`src/rtl/data_cache_wb.sv`:
```
// data_cache_wb: direct-mapped write-back, write-allocate data cache with line-wide RAM handshake
module data_cache_wb #(
    parameter int ADDR_W = 32,
    parameter int SETS   = 4,
    parameter int WORDS  = 4,
    parameter int CNT_W  = 16
) (
    input  logic                  clk,
    input  logic                  rstn,
    input  logic                  cpu_req,
    input  logic                  cpu_we,
    input  logic [ADDR_W-1:0]     cpu_addr,
    input  logic [31:0]           cpu_wdata,
    output logic [31:0]           cpu_rdata,
    output logic                  cpu_ready,
    output logic                  mem_req,
    output logic                  mem_we,
    output logic [ADDR_W-1:0]     mem_addr,
    output logic [32*WORDS-1:0]   mem_wdata,
    input  logic [32*WORDS-1:0]   mem_rdata,
    input  logic                  mem_ack,
    output logic [CNT_W-1:0]      hit_cnt,
    output logic [CNT_W-1:0]      miss_cnt
);
    localparam int INDEX_W = $clog2(SETS);
    localparam int WORD_W  = $clog2(WORDS);
    localparam int OFF_W   = WORD_W + 2;
    localparam int TAG_W   = ADDR_W - INDEX_W - OFF_W;
    localparam int LINE_W  = 32 * WORDS;

    typedef enum logic [1:0] {IDLE, WBACK, FILL} state_t;
    state_t state, state_n;

    logic [SETS-1:0]    valid, dirty;
    logic [TAG_W-1:0]   tags  [SETS];
    logic [LINE_W-1:0]  lines [SETS];
    logic               retry;
    logic [TAG_W-1:0]   tag;
    logic [INDEX_W-1:0] idx;
    logic [WORD_W-1:0]  word;
    logic               hit, miss, victim_dirty, fill_done, unused_ok;
    logic               mem_req_n, mem_we_n;
    logic [ADDR_W-1:0]  mem_addr_n;
    logic [LINE_W-1:0]  mem_wdata_n;

    assign tag          = cpu_addr[ADDR_W-1 -: TAG_W];
    assign idx          = cpu_addr[OFF_W +: INDEX_W];
    assign word         = cpu_addr[2 +: WORD_W];
    assign unused_ok    = ^cpu_addr[1:0];
    assign hit          = state == IDLE && cpu_req && valid[idx] && tags[idx] == tag;
    assign miss         = state == IDLE && cpu_req && !hit;
    assign victim_dirty = valid[idx] && dirty[idx];
    assign fill_done    = state == FILL && mem_ack;
    assign cpu_ready    = hit;
    assign cpu_rdata    = (hit && !cpu_we) ? lines[idx][32*word +: 32] : '0;

    always_comb begin
        state_n     = state;
        mem_req_n   = mem_req;
        mem_we_n    = mem_we;
        mem_addr_n  = mem_addr;
        mem_wdata_n = mem_wdata;
        case (state)
            IDLE: if (miss) begin
                state_n     = victim_dirty ? WBACK : FILL;
                mem_req_n   = 1'b1;
                mem_we_n    = victim_dirty;
                mem_addr_n  = {victim_dirty ? tags[idx] : tag, idx, OFF_W'(0)};
                mem_wdata_n = lines[idx];
            end
            WBACK: if (mem_ack) begin
                state_n    = FILL;
                mem_we_n   = 1'b0;
                mem_addr_n = {tag, idx, OFF_W'(0)};
            end
            FILL: if (mem_ack) begin
                state_n   = IDLE;
                mem_req_n = 1'b0;
            end
            default: state_n = IDLE;
        endcase
    end

    always_ff @(posedge clk or negedge rstn) begin
        if (!rstn) begin
            state     <= IDLE;
            mem_req   <= 1'b0;
            mem_we    <= 1'b0;
            mem_addr  <= '0;
            mem_wdata <= '0;
            valid     <= '0;
            dirty     <= '0;
            retry     <= 1'b0;
            hit_cnt   <= '0;
            miss_cnt  <= '0;
        end else begin
            state     <= state_n;
            mem_req   <= mem_req_n;
            mem_we    <= mem_we_n;
            mem_addr  <= mem_addr_n;
            mem_wdata <= mem_wdata_n;
            if (hit && cpu_we)
                dirty[idx] <= 1'b1;
            if ((state == WBACK && mem_ack) || fill_done)
                dirty[idx] <= 1'b0;
            if (fill_done)
                valid[idx] <= 1'b1;
            // the hit that completes a miss is the retry and is not counted
            if (fill_done)
                retry <= 1'b1;
            else if (hit)
                retry <= 1'b0;
            if (hit && !retry && !(&hit_cnt))
                hit_cnt <= hit_cnt + CNT_W'(1);
            if (miss && !(&miss_cnt))
                miss_cnt <= miss_cnt + CNT_W'(1);
        end
    end

    always_ff @(posedge clk) begin
        if (hit && cpu_we)
            lines[idx][32*word +: 32] <= cpu_wdata;
        if (fill_done) begin
            lines[idx] <= mem_rdata;
            tags[idx]  <= tag;
        end
    end
endmodule
```
`config.mk`:
```
export PLATFORM = sky130hd
export DESIGN_NAME = data_cache_wb
export DESIGN_NICKNAME = d
export VERILOG_FILES = /design/src/rtl/data_cache_wb.sv
export SDC_FILE = /design/constraint.sdc
export NUM_CORES = 1
export LEC_CHECK = 0
export CELL_PAD_IN_SITES_DETAIL_PLACEMENT = 1
export CELL_PAD_IN_SITES_GLOBAL_PLACEMENT = 1
export CORE_UTILIZATION = 30
export DETAILED_ROUTE_END_ITERATION = 8
export GPL_TIMING_DRIVEN = 0
export PLACE_DENSITY = 0.63
export SYNTH_ARGS = -nofsm -noshare
export SYNTH_HDL_FRONTEND = slang
export SYNTH_SLANG_ARGS = --single-unit
```
`constraint.sdc`:
```
create_clock -name clk -period 13.8 [get_ports clk]
set_clock_uncertainty 0.1 [all_clocks]
set_input_delay 2.76 -clock clk [delete_from_list [all_inputs] [get_ports clk]]
set_output_delay 2.76 -clock clk [all_outputs]
set_load 0.005 [all_outputs]
```
* Yosys cells after proc, flatten, opt, wreduce, memory -nomap -nowiden
Memory sizes are Yosys's and may differ from the RTL's.
Cells that the tools add are included.
** Storage, ports and cells
- Register bits :: 205
- Bits in writable memories :: 616
- Bits of input ports :: 197
- Output and inout port bits :: 227
- Memories :: 2
** Memories
- lines :: words 4, bits a word 128, rd ports 1, clocked after memory_dff 0, write ports 1, RTL line 36 : logic [LINE_W-1:0] lines [SETS];
- tags :: words 4, bits a word 26, rd ports 1, clocked after memory_dff 0, write ports 1, RTL line 35 : logic [TAG_W-1:0] tags [SETS];
** Cells by class
- Add/subtract/negate cells :: 3
- $lt $le $gt $ge :: 2
- Equal/unequal tests :: 6
- Shift operators :: 3
- Multiplexer cells :: 157
- Bitwise operators :: 132
- Reduce and logical (&&, ||, !) cells :: 29
** Operators with widths (number)
- $mux W1 :: 139
- $mux W128 :: 1
- $or A1 B1 Y1 :: 128
- $shift A32 B34 Y128 const A :: 1
- $shiftx A128 B8 Y32 :: 1
- $shiftx A32 B34 Y128 :: 1
- $mux W32 :: 3
- $pmux W32 S2 :: 1
- $neg A7 Y34 :: 1
- $add A16 B1 Y16 const B :: 2
- $reduce_and A16 Y1 :: 2
- $eq A26 B26 Y1 :: 1
- $mux W26 :: 1
- $logic_and A1 B1 Y1 :: 13
- $reduce_and A3 Y1 :: 3
- $mux W2 :: 4
- $mux W4 :: 2
- $or A4 B4 Y4 :: 2
- $ne A2 B2 Y1 const B :: 3
- $pmux W2 S3 :: 1
- $reduce_bool A2 Y1 :: 3
- $logic_not A1 Y1 :: 5
- $and A4 B4 Y4 :: 1
- $bmux W1 S2 :: 2
- other kinds (10) :: 11

* Longest topological paths before layout
Gate-level depths: netlist (run 1).
- Depth after elaboration :: 8
- Depth in mapped cells :: 14
- Gate-level depth less buffers :: 8

* Worst setup path before layout (run 1)
OpenSTA, ideal clock, no wires.
- Path kind :: input to output
- Start :: input cpu_addr[4]
- End :: output cpu_rdata[10]
- Arrival :: 5.220 ns
- Data required time :: 10.940 ns
- Setup slack :: 5.720 ns
- Stages :: 10
- Path buffers :: 7
- Cells stage by stage :: buf_6 buf_4 buf_2 buf_2 buf_2 buf_2 buf_2 mux4_2 mux4_2 nor2b_1
** On the way
- Cells in the longest elaborated chain, start to end :: 6
- Elaborated cells on any way between the ends :: 10
- Classes of those cells :: eq/ne (1); shift (1); mux (3); reduce/logical (3); memory (2)
** Ends and longest elaborated chain
- start: declaration :: RTL line 12 : input logic [ADDR_W-1:0] cpu_addr,
- parallel branches: the longest is 5 deep, another holds $mem_v2 Z4 W128
- $mux W32 (*) :: RTL line 55 : assign cpu_rdata = (hit && !cpu_we) ? lines[idx][32*word +: 32] : '0;
- end: declaration :: RTL line 14 : output logic [31:0] cpu_rdata,
Mark *: on every way between the ends. The select of a mux whose other input is x is not followed.

* Worst setup path in the final report (run 1)
- Start :: input cpu_addr[5]
- End :: output cpu_rdata[29]
The elaborated chain is that of the path after synthesis.

==> flow_summary.ini, run 1 <==
[timing]
setup_viol = 0
hold_violations = 0
rsz0062_at_grt = no
worst_slack_ns = 3.280
finalCritPeriodShare_pct = 76.23
relSlewSlack_pct = 11.33
slew_viol_final = 0
fmax_mhz = 95.06
finalCriticalPeriod_ns = 10.52
tightestPinTransition_ns = 1.329

[global_route]
overflow = 0
grt_pass1_wl_um = 163600
grt_max_degree = 78
grt_pass1_vias = 21837
antenna_found_initial = 20
track_usage_pct = 20.63

[synth]
synth_ff_type = edfxtp_1
synth-edff-count = 616
syn_area_mm2 = 0.03382
ys_seq_area_share_pct = 69.57
ys_seq_elements = 817
synthArstFlopShare_pct = 24.60
synth_cells = 1844
avgSynthCellArea_um2 = 18.34
yosysUniqueCellTypes = 60
ys.warnings.count = 0

[run_status]
status = finished clean

[power_and_ir_drop]
pwr_density_cell_mw_per_mm2 = 162.1
leakage_nw = 15.25
vdd_drop_max_uv = 87.98

[min_path]
hold_path.class = flip-flop to flip-flop

[worst_setup_path]
crit_arrival_ns = 7.66
path_class = input port to output pin
worstSetupEndpointType = output pin
critPathMaxFanout = 10
required_ns = 10.94
crit_path_start_kind = input port

[placed_design]
place.port_buffers = 414
dp_hpwl_um = 87190
place_ws_ns = 3.232
gp_congestion = 0.8594

[floorplan]
die_h_um = 337.7
die_w_um = 337.7
ios = 424
rows = 122
initial_core_util_pct = 30.39
die_area_mm2 = 0.1141
coreArea_mm2 = 0.1113

[routing]
wl_um = 117600
first_pass_iters = 5
routedWlPerCell_um = 29.74
drtIter0Drc = 1815
vias = 20357
drc = 0
detail-route-antenna-nets = 0
drt-vias-per-instance = 5.148

[cts]
postCtsHoldBufs = 0
cts_htree_levels = 3
clk_latency_ns = 0.67
cts_resized = 0
cts_buffers = 92
clockBufferDepth = 3
post_cts_buffers = 0
clockRootBuffer = clkbuf_16
tritoncts = built
clk_pin_slew_ns = 0.06
cts.sinks = 817

[cells_and_area]
register_area_mm2 = 0.02353
drive_gt1_share_pct = 18.72
fin_nets = 2589
areaGrowthSynthToFinish_pct = 29.92
finalCoreUtilization_pct = 39.48
multiInputGateArea_mm2 = 0.009811
fillers = 10984

[flow_run]
maxCapViolations = 0
==> cell families (layout without fill, tap and decap cells) <==
group,after synthesis,count (layout),share of synthesized area (%)
DFF,817,817,69.57
muxes,360,360,17.72
and+or+nand+nor,259,259,4.059
AOI/OAI and AO/OA,217,217,5.065
buffers and inverters,133,749,2.020
xor gates and xnor gates,50,50,1.295
adders and majority gates,7,7,0.2590
other,1,7,0.01109
==> cell usage after synthesis (all sizes together) (8+ instances only) <==
cell	number	area (um2)
dfrtp	201	5030
nor4	8	50.05
xnor2	32	280.3
a21oi	13	65.06
xor2	18	157.7
nor2b	36	225.2
clkbuf	55	206.5
inv	13	48.79
mux2	139	1565
buf	65	427.9
nor3	15	75.07
o21ai	22	110.1
nand2b	14	87.58
mux2i	44	440.4
nand3	26	130.1
a22o	128	1121
nand2	55	206.5
mux4	177	3986
a22oi	25	187.7
and3	13	81.33
nor2	50	187.7
edfxtp	616	18500
==> cell type report <==
| cell class | instances | area share [%] |
|---|---|---|
| multi-input cells | 897 | 22.33 |
| well taps | 1488 | 4.238 |
| inverters | 13 | 0.1111 |
| flip-flops and latches | 817 | 53.55 |
| clock buffers | 105 | 5.465 |
| clock inverters | 67 | 1.652 |
| diodes | 3 | 0.01709 |
| plain buffers | 120 | 1.447 |
| repair buffers | 444 | 11.19 |
==> layout by cell type, fill, tap and decap left out, types with 16 or more instances in the layout <==
cell,count
dfrtp_1,201
o21ai_4,16
nand3_1,26
clkinv_1,21
mux4_2,177
clkdlybuf4s50_1,413
a22oi_1,25
nor2_1,50
mux2i_1,44
mux2_2,28
xor2_1,18
buf_2,33
clkinv_2,18
buf_16,24
xnor2_1,32
mux2_1,111
nor2b_1,36
a22o_1,128
clkbuf_1,63
nand2_1,55
clkbuf_16,92
edfxtp_1,616
==> through the flow <==
| stage | total power, mW | area [um2] | setup TNS, ns | std cells | hold slack [ns] |
|---|---|---|---|---|---|
| 2_1_floorplan | 3.710 | 33830 | 0 | 1847 | 0.3520 |
| 3_3_place_gp | 4.583 | 39830 | -62.67 | 3749 | 0.3725 |
| 3_5_place_dp | 4.645 | 40800 | 0 | 3779 | 0.3814 |
| 4_1_cts | 7.195 | 43930 | 0 | 3951 | 0.3955 |
| 5_1_grt | 7.387 | 43930 | 0 | 3951 | 0.4097 |
| 6_report | 7.121 | 43940 | 0 | 3954 | 0.3882 |
==> worst max-delay path, stage by stage <==
cell and delay, ns:
buf_2 0.29, buf_2 0.38, buf_2 0.40, mux4_2 0.40, xnor2_1 0.25, nand2_1 0.14
nand4b_1 0.20, nor4b_1 0.41, nand4bb_1 0.77, clkbuf_1 0.68, nor2b_1 0.25, clkdlybuf4s50_1 0.69
==> sequential cells by signal, summed over array words and instances, names as in the netlist, named ones only <==
register   flops
lines        512
miss_cnt      16
hit_cnt       16
valid          4
mem_req        1
mem_addr      28
mem_we         1
retry          1
mem_wdata    128
tags         104
state          2
==> layer usage <==
| metal | vias to the layer above | GRT usage (%) | share of wire [%] |
|---|---|---|---|
| met2 | 782 | 34.33 | 49 |
| li1 | 8535 | - | - |
| met4 | 26 | 5.671 | 2.3 |
| met3 | 177 | 5.919 | 8.5 |
| met1 | 10837 | 26.14 | 40 |
| met5 | - | 0 | 0.13 |
==> power breakdown <==
part	total, mW	switching, mW	internal [mW]	leakage [nW]
registers	3.17	0.175	2.99	8.07
logic	1.42	0.677	0.740	5.64
clock network	2.54	1.03	1.50	1.54
total	7.12	1.89	5.23	15.2
==> worst paths after layout <==
kind                                           start                        end  slack [ns]  cells past startpoint
max in group asynchronous                       rstn  mem_wdata[41]$_DFFE_PN0P_       10.45                      3
min in group asynchronous                       rstn   mem_addr[26]$_DFFE_PN0P_        1.88                      1
hold / removal             mem_wdata[30]$_DFFE_PN0P_  mem_wdata[30]$_DFFE_PN0P_        0.39                      1
hold reg to reg            mem_wdata[30]$_DFFE_PN0P_  mem_wdata[30]$_DFFE_PN0P_        0.39                      1
setup / recovery                         cpu_addr[5]              cpu_rdata[29]        3.28                     12
setup reg to reg               tags[2][22]$_DFFE_PP_    lines[2][112]$_DFFE_PP_        8.90                     10
Note: power is estimated with default switching activity, not from simulation.
==> run 2: changes to the inputs <==
PLACE_DENSITY = 0.65   (was 0.63)
clock period = 8.7 ns   (was 13.8 ns; I/O delays follow)
==> flow_summary.ini, run 2 (same netlist as run 1, synthesis figures left out) <==
[placed_design]
place.port_buffers = 414
dp_hpwl_um = 86620
dp_cells = 3775
gp_congestion = 0.8739

[cells_and_area]
multiInputGateArea_mm2 = 0.009804
fillers = 10988
drive_gt1_share_pct = 18.29
largest-register = lines
top_regs = lines (512), mem_wdata (128), tags (104)
register_area_mm2 = 0.02353
finalCoreUtilization_pct = 39.24
fin_cells = 3951
largest_reg_flops = 512
fin_nets = 2586
layout_common_cells = edfxtp_1 (616), clkdlybuf4s50_1 (413), dfrtp_1 (201)
layout_commonest_cell = edfxtp_1
areaGrowthSynthToFinish_pct = 29.12

[timing]
finalCritPeriodShare_pct = 98.15
slew_viol_final = 0
fmax_mhz = 117.1
finalCriticalPeriod_ns = 8.539
fin_setup_tns_ns = 0
relSlewSlack_pct = 12.75
setup_viol = 0
rsz0062_at_grt = no
tightestPinTransition_ns = 1.307
hold_violations = 0

[worst_setup_path]
required_ns = 6.86
crit_arrival_ns = 6.70
r2r-end = lines[2][83]$_DFFE_PP_
critPathMaxFanout = 10
slowest_stage = nand4bb_1
r2r_cells = 11
worstPathCellList = buf_2 > buf_2 > buf_2 > mux2i_1 > xor2_1 > o2111ai_1 > a2111oi_0 > nand4bb_1 > clkbuf_1 > nor2b_1 > clkdlybuf4s50_1
rrSetupSlack_ns = 3.69
r2r-start = tags[2][22]$_DFFE_PP_
path_class = input port to output pin
crit_path_start_kind = input port
crit_buf_inv = 5
worstSetupEndpointType = output pin
cp_top_family = buffers and inverters
critPathMaxStageDelay_ns = 0.83
path_common_cell = buf_2

[routing]
drtIter0Drc = 1666
vias = 20382
wl_um = 117300
detail-route-antenna-nets = 0
routedWlPerCell_um = 29.69
first_pass_iters = 5
drc = 0
drt-vias-per-instance = 5.159

[cts]
cts_resized = 0
clk_pin_slew_ns = 0.06
cts_buffers = 92
clk_latency_ns = 0.69
clockBufferDepth = 3
postCtsHoldBufs = 0
post_cts_buffers = 0
cts.sinks = 817
cts_htree_levels = 3
tritoncts = built
clockRootBuffer = clkbuf_16

[power_and_ir_drop]
leakage_nw = 15.09
pwr-share-seq_pct = 45.3
vdd_drop_max_uv = 139.7
switchingPower_mw = 2.991
swShare_pct = 27.04
p_clk_share_pct = 34.5
pwr_density_cell_mw_per_mm2 = 253.4
internal_power_mw = 8.072
comb_power_share_pct = 20.2

[floorplan]
die_h_um = 337.7
die_area_mm2 = 0.1141
rows = 122
ios = 424
coreArea_mm2 = 0.1113
initial_core_util_pct = 30.39
die_w_um = 337.7

[run_status]
status = finished clean

[global_route]
busiest_layer = met2
antenna_found_initial = 16
met1_usage_pct = 26.35
grt_pass1_vias = 21914
grt_max_degree = 103
track_usage_pct = 20.50
grt_use_met2_pct = 34.26
grt_pass1_wl_um = 163400
gr-usage-met3_pct = 4.933
overflow = 0

[flow_run]
maxCapViolations = 0

[min_path]
hold_end = mem_wdata[41]$_DFFE_PN0P_
hold_path.class = flip-flop to flip-flop
hold_depth = 1
hold_start = mem_wdata[41]$_DFFE_PN0P_
-- run 2: changes by cell type in the layout (fill, tap and decap cells not counted), sizes merged --
cell      delta
clkinvlp     +4
bufinv       -8
clkinv       -5
buf          -3
clkbuf      +14
inv          -4
diode        -1
-- run 2: worst max path at each step --
stage	cells past startpoint	end	startpoint	slack, ns
floorplan	11	lines[2][0]$_DFFE_PP_	cpu_addr[5]	1.93
global placement	1	mem_wdata[76]$_DFFE_PN0P_	rstn	-3.99
detailed placement	12	cpu_rdata[19]	cpu_addr[5]	0.22
CTS	11	cpu_rdata[19]	cpu_addr[5]	0.24
global route	12	cpu_rdata[30]	cpu_addr[5]	0.03
finish	11	cpu_rdata[29]	cpu_addr[5]	0.16
-- run 2: stage by stage --
stage / worst slack [ns] / hold slack, ns / cell area (um2) / power (mW)
final: 0.1606 / 0.3889 / 43670 / 11.06
after global routing: 0.03046 / 0.4115 / 43660 / 11.47
after CTS: 0.2432 / 0.3928 / 43630 / 11.18
after detailed placement: 0.2160 / 0.3799 / 40660 / 7.332
after global placement: -3.987 / 0.3737 / 39830 / 7.234
after floorplan: 1.930 / 0.3520 / 33830 / 5.884
-- run 2: cell type report --
class	count	area share, %
clock inverter	54	1.235
multi-input combinational	897	22.45
sequential	817	53.88
clock buffer	119	5.573
antenna	2	0.01146
buffer	120	1.456
timing repair buffer	441	11.01
tap	1488	4.264
inverter	13	0.1118
-- run 2: power by group through the flow --
stage / Sequential [mW] / Combinational (mW) / Clock, mW
after floorplan: 5.05 / 0.836 / 0
after global placement: 5.09 / 2.14 / 0
after detailed placement: 5.09 / 2.24 / 0
after CTS: 5.02 / 2.26 / 3.90
after global routing: 5.06 / 2.38 / 4.03
final: 5.01 / 2.24 / 3.82
-- run 2: routing by layer --
layer | vias to the layer above | part of all wire, %
met5 | - | 0.13
met3 | 180 | 7.2
met4 | 22 | 2.5
li1 | 8484 | -
met2 | 759 | 49
met1 | 10937 | 41
